`src/rtl/port_rd_pkg.sv`:
```
// Shared register map for the switch read responder.
// Offsets are relative to the responder's BASE_ID.
package port_rd_pkg;

    localparam logic [15:0] RD_SW_NOW   = 16'd0;
    localparam logic [15:0] RD_SW_EVENT = 16'd1;
    localparam logic [15:0] RD_STATUS   = 16'd2;

    localparam int ST_IRQ_BIT = 0;
    localparam int ST_OVF_BIT = 1;

    typedef enum logic [1:0] {
        SEL_NONE,
        SEL_NOW,
        SEL_EVENT,
        SEL_STATUS
    } rd_sel_e;

    function automatic rd_sel_e rd_decode(
        input logic [15:0] port_id,
        input logic [15:0] base_id
    );
        rd_sel_e sel;
        sel = SEL_NONE;
        if (port_id == base_id + RD_SW_NOW)   sel = SEL_NOW;
        if (port_id == base_id + RD_SW_EVENT) sel = SEL_EVENT;
        if (port_id == base_id + RD_STATUS)   sel = SEL_STATUS;
        return sel;
    endfunction

endpackage

```
`src/rtl/sync_edge.sv`:
```
// Two-flop synchronizer with either-edge change detection.
// chg is a one-cycle pulse per bit when the synchronized level moves.
module sync_edge #(
    parameter int W = 16
) (
    input  logic         clk,
    input  logic         reset,
    input  logic [W-1:0] d,
    output logic [W-1:0] q,
    output logic [W-1:0] chg
);

    logic [W-1:0] s1_q, s1_d;
    logic [W-1:0] s2_q, s2_d;
    logic [W-1:0] prev_q, prev_d;

    always_comb begin
        s1_d   = d;
        s2_d   = s1_q;
        prev_d = s2_q;
    end

    always_ff @(posedge clk) begin
        if (!reset) begin
            s1_q   <= '0;
            s2_q   <= '0;
            prev_q <= '0;
        end else begin
            s1_q   <= s1_d;
            s2_q   <= s2_d;
            prev_q <= prev_d;
        end
    end

    assign q   = s2_q;
    assign chg = s2_q ^ prev_q;

endmodule

```
`src/rtl/port_read_responder.sv`:
```
// Switch read responder: level, sticky change flags and status on IN_PORT.
// Define SW_EVENT_IRQ_EN to enable the change interrupt.
module port_read_responder
    import port_rd_pkg::*;
#(
    parameter int          SW_W    = 16,
    parameter logic [15:0] BASE_ID = 16'h0000
) (
    input  logic            clk,
    input  logic            reset,
    input  logic [SW_W-1:0] sw,
    input  logic [15:0]     port_id,
    input  logic            read_strobe,
    input  logic            interrupt_ack,
    output logic [15:0]     in_port,
    output logic            interrupt
);

    logic [SW_W-1:0] sw_now;
    logic [SW_W-1:0] chg;
    logic [SW_W-1:0] ev_q, ev_d;
    logic            ovf_q, ovf_d;
    logic            irq_pending;
    rd_sel_e         sel;
    logic            rd_event;
    logic            rd_status;
    logic [15:0]     now16;
    logic [15:0]     ev16;
    logic [15:0]     status16;

    sync_edge #(
        .W(SW_W)
    ) u_sync (
        .clk  (clk),
        .reset(reset),
        .d    (sw),
        .q    (sw_now),
        .chg  (chg)
    );

    assign sel       = rd_decode(port_id, BASE_ID);
    assign rd_event  = read_strobe && (sel == SEL_EVENT);
    assign rd_status = read_strobe && (sel == SEL_STATUS);

    // A read hands back every set flag, so it clears all of them; new
    // changes in the same cycle are OR-ed in afterwards and survive.
    always_comb begin
        ev_d = rd_event ? '0 : ev_q;
        ev_d = ev_d | chg;
        ovf_d = (ovf_q && !rd_status) || (|(chg & ev_q));
    end

    always_ff @(posedge clk) begin
        if (!reset) begin
            ev_q  <= '0;
            ovf_q <= 1'b0;
        end else begin
            ev_q  <= ev_d;
            ovf_q <= ovf_d;
        end
    end

`ifdef SW_EVENT_IRQ_EN
    logic irq_q, irq_d;

    always_comb begin
        irq_d = (irq_q && !interrupt_ack) || (|chg);
    end

    always_ff @(posedge clk) begin
        if (!reset) begin
            irq_q <= 1'b0;
        end else begin
            irq_q <= irq_d;
        end
    end

    assign irq_pending = irq_q;
    assign interrupt   = irq_q;
`else
    logic unused_ack;

    assign unused_ack  = interrupt_ack;
    assign irq_pending = 1'b0;
    assign interrupt   = 1'b0;
`endif

    always_comb begin
        now16              = '0;
        now16[SW_W-1:0]    = sw_now;
        ev16               = '0;
        ev16[SW_W-1:0]     = ev_q;
        status16           = '0;
        status16[ST_IRQ_BIT] = irq_pending;
        status16[ST_OVF_BIT] = ovf_q;
    end

    always_comb begin
        in_port = 16'h0000;
        unique case (sel)
            SEL_NOW:    in_port = now16;
            SEL_EVENT:  in_port = ev16;
            SEL_STATUS: in_port = status16;
            default:    in_port = 16'h0000;
        endcase
    end

endmodule

```
`config.mk`:
```
export PLATFORM = sky130hd
export DESIGN_NAME = port_read_responder
export DESIGN_NICKNAME = d
export VERILOG_FILES = /design/src/rtl/port_rd_pkg.sv /design/src/rtl/sync_edge.sv /design/src/rtl/port_read_responder.sv
export SDC_FILE = /design/constraint.sdc
export NUM_CORES = 1
export LEC_CHECK = 0
export ABC_AREA = 1
export BUFFER_PORTS_ARGS = -buffer_cell sky130_fd_sc_hd__buf_2
export CAP_MARGIN = 20
export CORE_ASPECT_RATIO = 1.1
export CORE_UTILIZATION = 54
export DETAILED_ROUTE_END_ITERATION = 7
export PLACE_DENSITY = 0.82
export SLEW_MARGIN = 25
export SYNTH_ARGS = -nofsm -noshare
export SYNTH_HDL_FRONTEND = slang
export SYNTH_SLANG_ARGS = --single-unit
```
`constraint.sdc`:
```
create_clock -name clk -period 1.5 [get_ports clk]
set_clock_uncertainty 0.15 [all_clocks]
set_input_delay 0.075 -clock clk [delete_from_list [all_inputs] [get_ports clk]]
set_output_delay 0.075 -clock clk [all_outputs]
set_load 0.1 [all_outputs]
```
## Word-level counts from Yosys, hierarchy flattened

Index checks and enable logic that the tools add are counted.

| operators by class | value |
|---|---|
| eq/ne operators | 5 |
| reduce and logical (&&, ||, !) cells | 7 |
| muxes and demuxes | 5 |
| bitwise operators | 3 |

Operators by type and width:

| cell | count |
|---|---|
| $pmux W16 S3 | 1 |
| $and A16 B16 Y16 | 1 |
| $eq A16 B1 Y1 const B | 1 |
| $eq A16 B2 Y1 const B | 1 |
| $logic_not A16 Y1 | 1 |
| $mux W16 | 1 |
| $or A16 B16 Y16 | 1 |
| $reduce_or A16 Y1 | 1 |
| $xor A16 B16 Y16 | 1 |
| $eq A2 B2 Y1 const B | 2 |
| $mux W2 | 2 |
| $logic_and A1 B1 Y1 | 3 |
| $eq A2 B1 Y1 const B | 1 |
| $logic_not A1 Y1 | 1 |
| $logic_or A1 B1 Y1 | 1 |
| $mux W1 | 1 |

| storage, ports and cells | value |
|---|---|
| flip-flop bits (word level) | 65 |
| output and inout bits | 17 |
| word-level logic and storage cells | 25 |

## Longest topological paths before layout

Gate-level depths: netlist (run 1).

| logic depth | value |
|---|---|
| depth after elaboration | 9 |
| depth in mapped cells | 9 |
| mapped depth without buffers | 8 |

## Cells and area by module

From an unflattened synthesis (run 1), not the netlist that was laid out.

| unflattened totals | value |
|---|---|
| cells, all modules | 410 |
| area, all modules | 2688.8 µm² |

By module, submodules not included:

| module | instances | cells an instance | area each (µm²) |
|---|---|---|---|
| sync_edge | 1 | 229 | 1661.6 |
| port_read_responder | 1 | 181 | 1027.2 |

## Least setup slack after synthesis (run 1)

No wires, ideal clock.

| timing path | value |
|---|---|
| path kind | input-to-output |
| start | in port_id[9] |
| end | out in_port[0] |
| stages | 6 |
| path slack | -1.504 ns |
| buffers on the path | 1 |
| data arrival time | 2.779 ns |
| data required time | 1.275 ns |
| cell sequence | nor2_1 nand2_1 nor2_4 nand2_1 clkbuf_2 o21ai_0 |

| on the way | value |
|---|---|
| word-level cells in the longest chain between the ends | 6 |
| elaborated cells between the ends (all ways) | 10 |
| those cells by class | 5 x eq/ne; 4 x mux; 1 x reduce/logical |

Ends and longest elaborated chain:

| element | line | source |
|---|---|---|
| from (decl) | port_read_responder.sv:12 | `input logic [15:0] port_id,` |
| $logic_not A16 Y1 | port_rd_pkg.sv:25 | `if (port_id == base_id + RD_SW_NOW) sel = SEL_NOW;` |
| $mux W1 | port_rd_pkg.sv:25 |  |
| $mux W2 | port_rd_pkg.sv:26 | `if (port_id == base_id + RD_SW_EVENT) sel = SEL_EVENT;` |
| $mux W2 (*) | port_rd_pkg.sv:27 | `if (port_id == base_id + RD_STATUS) sel = SEL_STATUS;` |
| $eq A2 B2 Y1 / $eq A2 B1 Y1 (equally long branches) | port_read_responder.sv:100 | `unique case (sel)` |
| $pmux W16 S3 (*) | port_read_responder.sv:100 |  |
| to (decl) | port_read_responder.sv:15 | `output logic [15:0] in_port,` |

Every way passes the cells marked *; elsewhere a longest branch is shown, timed or not.

## Final worst setup path (run 1)

| timing path | value |
|---|---|
| start | in port_id[10] |
| end | out in_port[1] |

The elaborated chain is that of the path after synthesis.

==> results.md, run 1 <==
- Depth of the worst register-to-register path: 7
- First-pass GRT wire length: 8610 µm
- Pwr/cell area: 975 nW/µm²
- Maximum number of buffers from clock root to sink: 2
- Final cell utilization of the core: 0.816
- Std-Cell Rows: 25
- Boundary pin count: 53
- Slew at the pin closest to its max-slew limit: 0.498 ns
- Dpl cell area: 3130 µm²
- Count of synthesis-stage warnings from yosys: 0
- Synthesized net count: 410
- CP max stage delay: 0.26 ns
- Top-area cell type share of the netlist area: 0.506
- First drt pass iteration count: 5
- DR WL/cell: 11.0 µm
- Total routing usage reported by global routing: 0.234
- Via count of the first global-routing pass: 2272
- Width of the chip: 67.8 µm
- Clock tree from TritonCTS: done
- Avg Inst Size Synth: 6.88 µm²
- Maximum Capacitance Violations: 0
- Most common library cell in the layout ignoring fill and taps: sky130_fd_sc_hd__nand2_1
- Worst IR drop on VDD: 758 µV
- Setup violation total in the final timing report: 0
- Total of buffers placed on input and output ports: 50
- Crit path launch type: input pin
- Top library cells by usage in the layout, fill and taps aside: 138 x sky130_fd_sc_hd__nand2_1, 80 x sky130_fd_sc_hd__inv_1, 64 x sky130_fd_sc_hd__dfxtp_1, 29 x sky130_fd_sc_hd__buf_2, 21 x sky130_fd_sc_hd__nand3_1
- Die area: 5050 µm²
- Final weighted congestion of routability-driven global placement: 0.744
- Sequential share of the synthesized area: 0.506
- Final nets: 484
- Vias: 2364
- Minimum clock period: 1.47 ns
- Setup slack after placement: -0.0427 ns
- Classification of the worst-slack hold path: in -> reg
- Crit path max-delay cell type: sky130_fd_sc_hd__o211ai_1
- Area contributors post-synth: sky130_fd_sc_hd__dfxtp_1 51%, sky130_fd_sc_hd__nand2_1 21%, sky130_fd_sc_hd__inv_1 12%
- Cell depth of the worst min-delay path: 4
- Largest net degree at the start of global routing: 28
- Fill cells: 294
- Number of antenna violations at the first check in global routing: 0
- Total length of routed wires: 5600 µm
- Initial standard-cell utilization of the core: 0.579
- Setup_tns: 0 ns
- Highest attainable clock frequency: 682 MHz
- GRT Residual Overflow: 0
- Synthesized flop and latch total: 65
- Leakage power summed over all cells: 1.92 nW
- Top cell type by total area after synthesis: sky130_fd_sc_hd__dfxtp_1
- Detailed Route Iter0 Violations: 104
- Number of antenna cells inserted: 0
- Setup slack of the most critical reg-to-reg path: 0.13 ns
- Unique masters post-synth: 22
- Routed Antenna Nets: 0
- CTS root buffer: sky130_fd_sc_hd__clkbuf_8
- Critical path data required time: 1.27 ns
- Post-synthesis to final-layout area growth: 40.8%
- Via-to-Cell Ratio: 4.66
- DRC violation count after routing: 0
- Post-synthesis instance area: 2570 µm²
- Placeable core region: 4440 µm²
- Least setup slack across all paths after layout: 0.0334 ns
- Period utilisation layout: 0.978
- Height of the die: 74.4 µm
- Arr. time, crit path: 1.24 ns
- Endpoint kind of the worst setup timing path: output port
- Cells along the critical path: buf_6 > nor2_2 > nand2_2 > nor2_4 > buf_12 > nand2_8 > o211ai_1 > clkbuf_16
- Worst slew margin relative to its limit: 0.666
- Fraction of layout instances using a drive strength above 1: 0.205
- Final Hold Violating Endpoints: 0
- Critical path fanouts, max: 8
- CTS clock-pin slew for the worst setup and hold paths: 0.06 ns
- Run status: completed
- Clock sink count: 65
- Design area: 3620 µm²
- Source-to-sink clock delay at the later pin of the worst-skew pair: 0.32 ns
- Placed wire-length estimate: 3450 µm
- Gate Count Post-Synth: 374
- Count of H-tree levels built during CTS: 3
- Final count of pins violating max slew: 0
- Startpoint-to-endpoint class of the critical path: in -> out
- Number of buffers created by CTS: 9
-- worst paths after layout --
kind,end,start
max,in_port[1],port_id[10]
min,u_sync.s1_q[4]$_SDFF_PN0_,reset
max reg2reg,ovf_q$_SDFF_PN0_,u_sync.q[15]$_SDFF_PN0_
min reg2reg,u_sync.q[8]$_SDFF_PN0_,u_sync.s1_q[8]$_SDFF_PN0_
-- state kept, by name, summed over array words and instances, names as in the netlist --
signal / flops
ev16: 16
u_sync.q: 16
u_sync.s1_q: 16
u_sync.prev_q: 16
ovf_q: 1
-- stage by stage --
stage | std cells | total power, mW | hold slack (ns)
after global placement | 471 | 2.12 | 0.104
after CTS | 504 | 3.53 | 0.0478
after global routing | 507 | 3.67 | 0.0756
after detailed placement | 471 | 2.14 | 0.109
after floorplan | 374 | 2.05 | 0.0226
final | 507 | 3.53 | 0.0670
-- kinds of logic (layout without fill, tap and decap cells) --
group	count (synthesis)	in the layout	share of synthesized area
compound gates	32	32	0.0632
buf+inv	92	170	0.142
flops	65	65	0.506
other cells	1	1	0.00146
simple gates	184	185	0.288
-- where the power goes --
part / total, mW / internal [mW] / leakage (nW) / switching, mW
clock: 1.38 / 0.776 / 0.102 / 0.599
combinational: 0.297 / 0.138 / 1.28 / 0.159
sequential: 1.86 / 1.81 / 0.536 / 0.0490
total: 3.53 / 2.73 / 1.92 / 0.807
-- worst max-delay path: cells and delay by family --
family | cells | cell delay [ns]
buf+inv | 3 | 0.48
simple gates | 4 | 0.42
compound gates | 1 | 0.26
-- per-layer routing --
metal / share of wire / global-route usage
met3: 0.049 / 0.0552
met5: 0 / 0
met1: 0.39 / 0.228
met4: 0.026 / 0.148
met2: 0.54 / 0.436
-- cells in the mapped netlist --
master,number
sky130_fd_sc_hd__buf_6,1
sky130_fd_sc_hd__conb_1,1
sky130_fd_sc_hd__inv_4,1
sky130_fd_sc_hd__dfxtp_1,65
sky130_fd_sc_hd__or2_2,1
sky130_fd_sc_hd__buf_4,2
sky130_fd_sc_hd__nand3_1,22
sky130_fd_sc_hd__clkbuf_2,1
sky130_fd_sc_hd__inv_1,80
sky130_fd_sc_hd__nand2_2,1
sky130_fd_sc_hd__buf_1,2
sky130_fd_sc_hd__nor2_1,14
sky130_fd_sc_hd__nor2_4,1
sky130_fd_sc_hd__clkbuf_1,3
sky130_fd_sc_hd__nor2_2,1
sky130_fd_sc_hd__nand2_1,143
sky130_fd_sc_hd__a21oi_1,17
sky130_fd_sc_hd__nand2_4,1
sky130_fd_sc_hd__o21ai_0,14
sky130_fd_sc_hd__buf_2,1
sky130_fd_sc_hd__clkinv_1,1
sky130_fd_sc_hd__o211ai_1,1
-- final cells by class --
cell class	count	area (µm²)	share of cell area
flip-flops and latches	65	1300	0.359
well taps	54	67.6	0.0186
clock inverters	2	10.0	0.00276
repair buffers	72	752	0.207
inverters	82	315	0.0870
clock buffers	14	183	0.0504
multi-input cells	218	995	0.274
-- repair_timing --
item	CTS	global route
endpoints found under the setup margin	6	15
pin swaps	1	12
endpoints found under the hold margin	17	0
setup buffers	0	2
hold buffers	17	0
gates cloned	0	1
gates resized for setup	1	20
(Power assumes the default switching activity.)
==> run 2: changes to the inputs <==
Settings changed: PLACE_DENSITY 0.82 to default, PLACE_DENSITY_LB_ADDON from default to 0.3.
==> run 2 against run 1 <==
Net effect:
- sequential cell count unchanged
- count of clock-buffer cells in the layout did not move
- first-iteration DRC count decreased by 35%
- non-clock buffer count shrank 2
- die area is the same
- register-to-register slack hardly changed
- worst hold slack got worse by 0.049 ns
==> results.md, run 2 (synthesis gave the netlist of run 1 again) <==
- Internal power component: 2.84 mW (+4.3%)
- Most repeated library cell on the critical path: sky130_fd_sc_hd__nor2_4
- Number of antenna violations at the first check in global routing: 0 (unchanged)
- Slew at the pin closest to its max-slew limit: 0.543 ns (+0.0458 ns)
- Height of the die: 74.4 µm (unchanged)
- Final standard cell count with taps included and fillers excluded: 504 (-0.59%)
- Std-Cell Rows: 25 (unchanged)
- Total length of routed wires: 5520 µm (-1.4%)
- Post-synthesis to final-layout area growth: 37.8%
- Total routing usage reported by global routing: 0.238 (+0.00357)
- Clock tree from TritonCTS: done
- Largest delay contributor family on the critical path: simple AND/OR/NAND/NOR gates
- Routed Antenna Nets: 0 (unchanged)
- Setup repair after global routing missed its margin: yes
- Placeable core region: 4440 µm² (unchanged)
- Via-to-Cell Ratio: 4.67 (+0.13%)
- Final Power: 3.65 mW (+3.3%)
- DRC violation count after routing: 0 (unchanged)
- Period utilisation layout: 0.982 (+0.00465)
- Fill cells: 286 (-2.7%)
- Crit path buffers/inverters: 2 (-1)
- Setup_tns: 0 ns (unchanged)
- Worst IR drop on VDD: 738 µV (-2.7%)
- Top library cells by usage in the layout, fill and taps aside: 139 x sky130_fd_sc_hd__nand2_1, 80 x sky130_fd_sc_hd__inv_1, 65 x sky130_fd_sc_hd__dfxtp_1, 34 x sky130_fd_sc_hd__buf_2, 21 x sky130_fd_sc_hd__nand3_1
- Most common library cell in the layout ignoring fill and taps: sky130_fd_sc_hd__nand2_1
- CP max stage delay: 0.30 ns (+0.04 ns)
- Final cell utilization of the core: 0.798 (-0.0177)
- Fraction of layout instances using a drive strength above 1: 0.184 (-0.0209)
- Critical path startpoint: port_id[3]
- Number of antenna cells inserted: 0 (unchanged)
- Boundary pin count: 53 (unchanged)
- Worst slew margin relative to its limit: 0.635 (-0.0307)
- CTS root buffer: sky130_fd_sc_hd__clkbuf_8
- Die area: 5050 µm² (unchanged)
- Initial standard-cell utilization of the core: 0.579 (unchanged)
- Minimum clock period: 1.47 ns (+0.00697 ns)
- Placed wire-length estimate: 3410 µm (-1.0%)
- First drt pass iteration count: 4 (-1)
- Highest attainable clock frequency: 679 MHz (-0.47%)
- Clock network fraction of design power: 0.412 (+0.023)
- Setup slack of the most critical reg-to-reg path: 0.13 ns (about the same)
- Maximum number of buffers from clock root to sink: 2 (unchanged)
- Final count of pins violating max slew: 0 (unchanged)
- Number of buffers created by CTS: 9 (unchanged)
- Sequential fraction of design power: 0.510 (-0.017)
- Source-to-sink clock delay at the later pin of the worst-skew pair: 0.33 ns (about the same)
- Final nets: 481 (-0.62%)
- Pwr/cell area: 1030 nW/µm² (+5.6%)
- Post-CTS Repair Setup Buffers: 0 (unchanged)
- Detailed Route Iter0 Violations: 68 (-35%)
- Count of H-tree levels built during CTS: 3 (unchanged)
- CTS clock-pin slew for the worst setup and hold paths: 0.06 ns (about the same)
- Cells along the critical path: buf_2 > nor2_4 > nand3_2 > nor2_4 > nand2_4 > o211ai_1 > buf_12
- First-pass GRT wire length: 8670 µm (+0.72%)
- Hold_sp: reset
- DR WL/cell: 11.0 µm (-0.84%)
- Crit path max-delay cell type: sky130_fd_sc_hd__o211ai_1
- Reg-to-reg critical path startpoint: u_sync.q[15]$_SDFF_PN0_
- Smallest hold slack: 0.0185 ns (-0.0485 ns)
- Vias: 2353 (-0.47%)
- Run status: completed
- Final weighted congestion of routability-driven global placement: 0.772 (+3.7%)
- Critical path fanouts, max: 15 (+7)
- Fraction of power spent switching nets: 0.221 (-0.00690)
- Clock sink count: 65 (unchanged)
- Width of the chip: 67.8 µm (unchanged)
- Classification of the worst-slack hold path: in -> reg
- Arr. time, crit path: 1.25 ns (about the same)
- Startpoint-to-endpoint class of the critical path: in -> out
- Setup violation total in the final timing report: 0 (unchanged)
- Endpoint kind of the worst setup timing path: output port
- Via count of the first global-routing pass: 2208 (-2.8%)
- Crit path launch type: input pin
- Switching power summed over all nets: 0.809 mW (+0.23%)
- Final Hold Violating Endpoints: 0 (unchanged)
- GRT Residual Overflow: 0 (unchanged)
- Maximum Capacitance Violations: 0 (unchanged)
- Cells after DPL: 471 (unchanged)
- Total of buffers placed on input and output ports: 50 (unchanged)
- Leakage power summed over all cells: 1.90 nW (-1.2%)
- Critical path data required time: 1.27 ns (about the same)
- Largest net degree at the start of global routing: 34 (+21%)
- Combinational cell fraction of total power: 0.078 (-0.006)
## run 2: timing repair
item,4_1_cts,5_1_grt
endpoints found under the hold margin,17,0
resized for setup,1,9
pin swaps,1,1
endpoints found under the setup margin,15,15
hold buffers,17,0
## run 2: worst register-to-register path: cells and delay by family (launching register included)
kind | cells | cell delay (ns)
DFF | 1 | 0.34
and+or+nand+nor | 6 | 0.69
AOI/OAI and AO/OA | 1 | 0.06
## run 2: cell type report
class | count | area (µm²) | area share
flip-flops and latches | 65 | 1300 | 0.367
multi-input cells | 217 | 961 | 0.271
repair buffers | 70 | 693 | 0.195
inverters | 82 | 315 | 0.0889
clock buffers | 14 | 173 | 0.0487
well taps | 54 | 67.6 | 0.0191
clock inverters | 2 | 35.0 | 0.00988
## run 2: worst paths after layout
| kind | cells past startpoint | end |
|---|---|---|
| max | 7 | in_port[1] |
| min reg2reg | 2 | u_sync.q[5]$_SDFF_PN0_ |
| min | 4 | u_sync.s1_q[6]$_SDFF_PN0_ |
| max reg2reg | 7 | ovf_q$_SDFF_PN0_ |
## run 2: power by group through the flow
| stage | clock, mW | combinational [mW] | sequential [mW] |
|---|---|---|---|
| 2_1_floorplan | 0 | 0.163 | 1.89 |
| 3_3_place_gp | 0 | 0.229 | 1.90 |
| 3_5_place_dp | 0 | 0.243 | 1.90 |
| 4_1_cts | 1.53 | 0.278 | 1.86 |
| 5_1_grt | 1.62 | 0.321 | 1.87 |
| 6_report | 1.51 | 0.284 | 1.86 |
## run 2: metrics by stage
stage | setup WS [ns] | cell area (µm²)
final | 0.0264 | 3550
after global routing | -0.0473 | 3550
after CTS | 0.000777 | 3520
after detailed placement | -0.0836 | 3130
after global placement | -0.0313 | 3130
after floorplan | -0.853 | 2620
## run 2: per-layer routing
| layer | vias up | GRT usage | part of all wire |
|---|---|---|---|
| met5 | - | 0 | 0 |
| met4 | 0 | 0.123 | 0.024 |
| met3 | 14 | 0.0736 | 0.059 |
| met2 | 69 | 0.431 | 0.51 |
| met1 | 1032 | 0.242 | 0.41 |
| li1 | 1238 | - | - |
==> run 3: changes to the inputs <==
Settings changed: CORE_UTILIZATION 54 to 58.
Clock period 1.5 ns to 1.8 ns, I/O delays scaled along.
==> run 3 against run 2 <==
Net effect:
- setup slack better by 0.15 ns
- combinational power down 17%
- largest power group unchanged
- wire length up 3.8%
- sequential power down 16%
- critical endpoint is now in_port[10]
- global-route usage up 3.3 points
- first-iteration DRC count up 100%
- critical path depth unchanged
- non-clock buffer count down 1
==> results.md, run 3 (synthesis gave the netlist of run 1 again) <==
- Run status: completed
- Number of antenna cells inserted: 0 (unchanged)
- Classification of the worst-slack hold path: in -> reg
- Final Power: 3.01 mW (-17%)
- Placeable core region: 4290 µm² (-3.5%)
- CTS hold repair buffers: 17 (unchanged)
- Most common library cell in the layout ignoring fill and taps: sky130_fd_sc_hd__nand2_1
- CTS root buffer: sky130_fd_sc_hd__clkbuf_8
- Leakage power summed over all cells: 1.86 nW (-1.8%)
- Via-to-Cell Ratio: 4.79 (+2.6%)
- Source-to-sink clock delay at the later pin of the worst-skew pair: 0.34 ns (about the same)
- Total of buffers placed on input and output ports: 50 (unchanged)
- Vias: 2404 (+2.2%)
- Critical path data required time: 1.56 ns (+0.29 ns)
- Setup repair after global routing missed its margin: no
- DR WL/cell: 11.4 µm (+4.2%)
- Placed wire-length estimate: 3510 µm (+2.7%)
- Pwr/cell area: 864 nW/µm² (-16%)
- Critical path fanouts, max: 15 (unchanged)
- Routed Antenna Nets: 0 (unchanged)
- GRT Residual Overflow: 0 (unchanged)
- Period utilisation layout: 0.902
- DRC violation count after routing: 0 (unchanged)
- Setup_tns: 0 ns (unchanged)
- Slew at the pin closest to its max-slew limit: 0.548 ns (+0.00462 ns)
- Height of the die: 71.9 µm (-3.4%)
- Via count of the first global-routing pass: 2313 (+4.8%)
- Fill cells: 271 (-5.2%)
- Maximum Capacitance Violations: 0 (unchanged)
- Largest net degree at the start of global routing: 27 (-21%)
- Total length of routed wires: 5730 µm (+3.8%)
- Detailed Route Iter0 Violations: 139 (+100%)
- Smallest hold slack: 0.0608 ns (+0.0423 ns)
- Fraction of layout instances using a drive strength above 1: 0.174 (-0.0103)
- CTS clock-pin slew for the worst setup and hold paths: 0.06 ns (about the same)
- Minimum clock period: 1.62 ns
- Highest attainable clock frequency: 616 MHz
- Final standard cell count with taps included and fillers excluded: 502 (-0.40%)
- Least setup slack across all paths after layout: 0.177 ns (+0.151 ns)
- Dpl cell area: 3120 µm² (-0.32%)
- Endpoint kind of the worst setup timing path: output port
- Final count of pins violating max slew: 0 (unchanged)
- Boundary pin count: 53 (unchanged)
- Clock tree from TritonCTS: done
- First drt pass iteration count: 4 (unchanged)
- Setup slack of the most critical reg-to-reg path: 0.41 ns (+0.28 ns)
- Die area: 4710 µm² (-6.7%)
- Cts repair resizes: 0 (-1)
- Worst slew margin relative to its limit: 0.632 (-0.00310)
- Number of buffers created by CTS: 9 (unchanged)
- Cells after DPL: 470 (-0.21%)
- Arr. time, crit path: 1.38 ns (+0.13 ns)
- Width of the chip: 65.5 µm (-3.4%)
- Final weighted congestion of routability-driven global placement: 0.788 (+2.1%)
- Std-Cell Rows: 25 (unchanged)
- Startpoint-to-endpoint class of the critical path: in -> out
- Crit path launch type: input pin
- Worst IR drop on VDD: 784 µV (+6.2%)
- Number of antenna violations at the first check in global routing: 0 (unchanged)
- Setup slack after placement: 0.185 ns (+0.269 ns)
- Maximum number of buffers from clock root to sink: 2 (unchanged)
- Final cell utilization of the core: 0.814 (+0.0160)
- Post-CTS Repair Setup Buffers: 0 (unchanged)
- Initial standard-cell utilization of the core: 0.601 (+0.0211)
- First-pass GRT wire length: 9400 µm (+8.4%)
- Final Hold Violating Endpoints: 0 (unchanged)
- Design area: 3490 µm² (-1.6%)
- Count of H-tree levels built during CTS: 3 (unchanged)
- Post-synthesis to final-layout area growth: 35.6%
- Clock sink count: 65 (unchanged)
- Top library cells by usage in the layout, fill and taps aside: 141 x sky130_fd_sc_hd__nand2_1, 80 x sky130_fd_sc_hd__inv_1, 65 x sky130_fd_sc_hd__dfxtp_1, 34 x sky130_fd_sc_hd__buf_2, 21 x sky130_fd_sc_hd__nand3_1
- Total routing usage reported by global routing: 0.271 (+0.0328)
- Final nets: 480 (-0.21%)
- Setup violation total in the final timing report: 0 (unchanged)
run 3: cell types whose count changed in the layout (fill, tap and decap cells not counted), sizes merged:
cell    delta
buf        +1
clkbuf     -4
clkinv     +1
run 3: where the power goes:
group | switching, mW | internal [mW]
Sequential | 0.0434 | 1.51
Clock | 0.521 | 0.703
Combinational | 0.129 | 0.106
run 3: layout make-up:
class	instances	area (µm²)	share of cell area
timing repair buffer	69	676	0.194
clock buffer	12	155	0.0445
tap	54	67.6	0.0194
clock inverter	3	40.0	0.0115
sequential	65	1300	0.373
multi-input combinational	217	940	0.269
inverter	82	310	0.0889
run 3: path summary, 6_finish.rpt:
| check | startpoint | endpoint | cells past startpoint |
|---|---|---|---|
| hold / removal | reset | u_sync.s1_q[4]$_SDFF_PN0_ | 4 |
| setup reg to reg | u_sync.q[15]$_SDFF_PN0_ | ovf_q$_SDFF_PN0_ | 7 |
| setup / recovery | port_id[3] | in_port[10] | 7 |
| hold reg to reg | u_sync.s1_q[2]$_SDFF_PN0_ | u_sync.q[2]$_SDFF_PN0_ | 2 |
run 3: per-layer routing:
metal	vias up	track usage	wire length (µm)
met5	-	0	0
met4	0	0.150	182
met3	17	0.0812	253
met2	62	0.487	2980
met1	1092	0.275	2310
li1	1233	-	-
run 3: worst max-delay path, stage by stage:
cell and delay (ns):
sky130_fd_sc_hd__buf_2 0.11, sky130_fd_sc_hd__nor2_4 0.12, sky130_fd_sc_hd__nand3_2 0.08, sky130_fd_sc_hd__nor2_2 0.15, sky130_fd_sc_hd__nand2_2 0.24, sky130_fd_sc_hd__o21ai_1 0.36, sky130_fd_sc_hd__buf_12 0.22
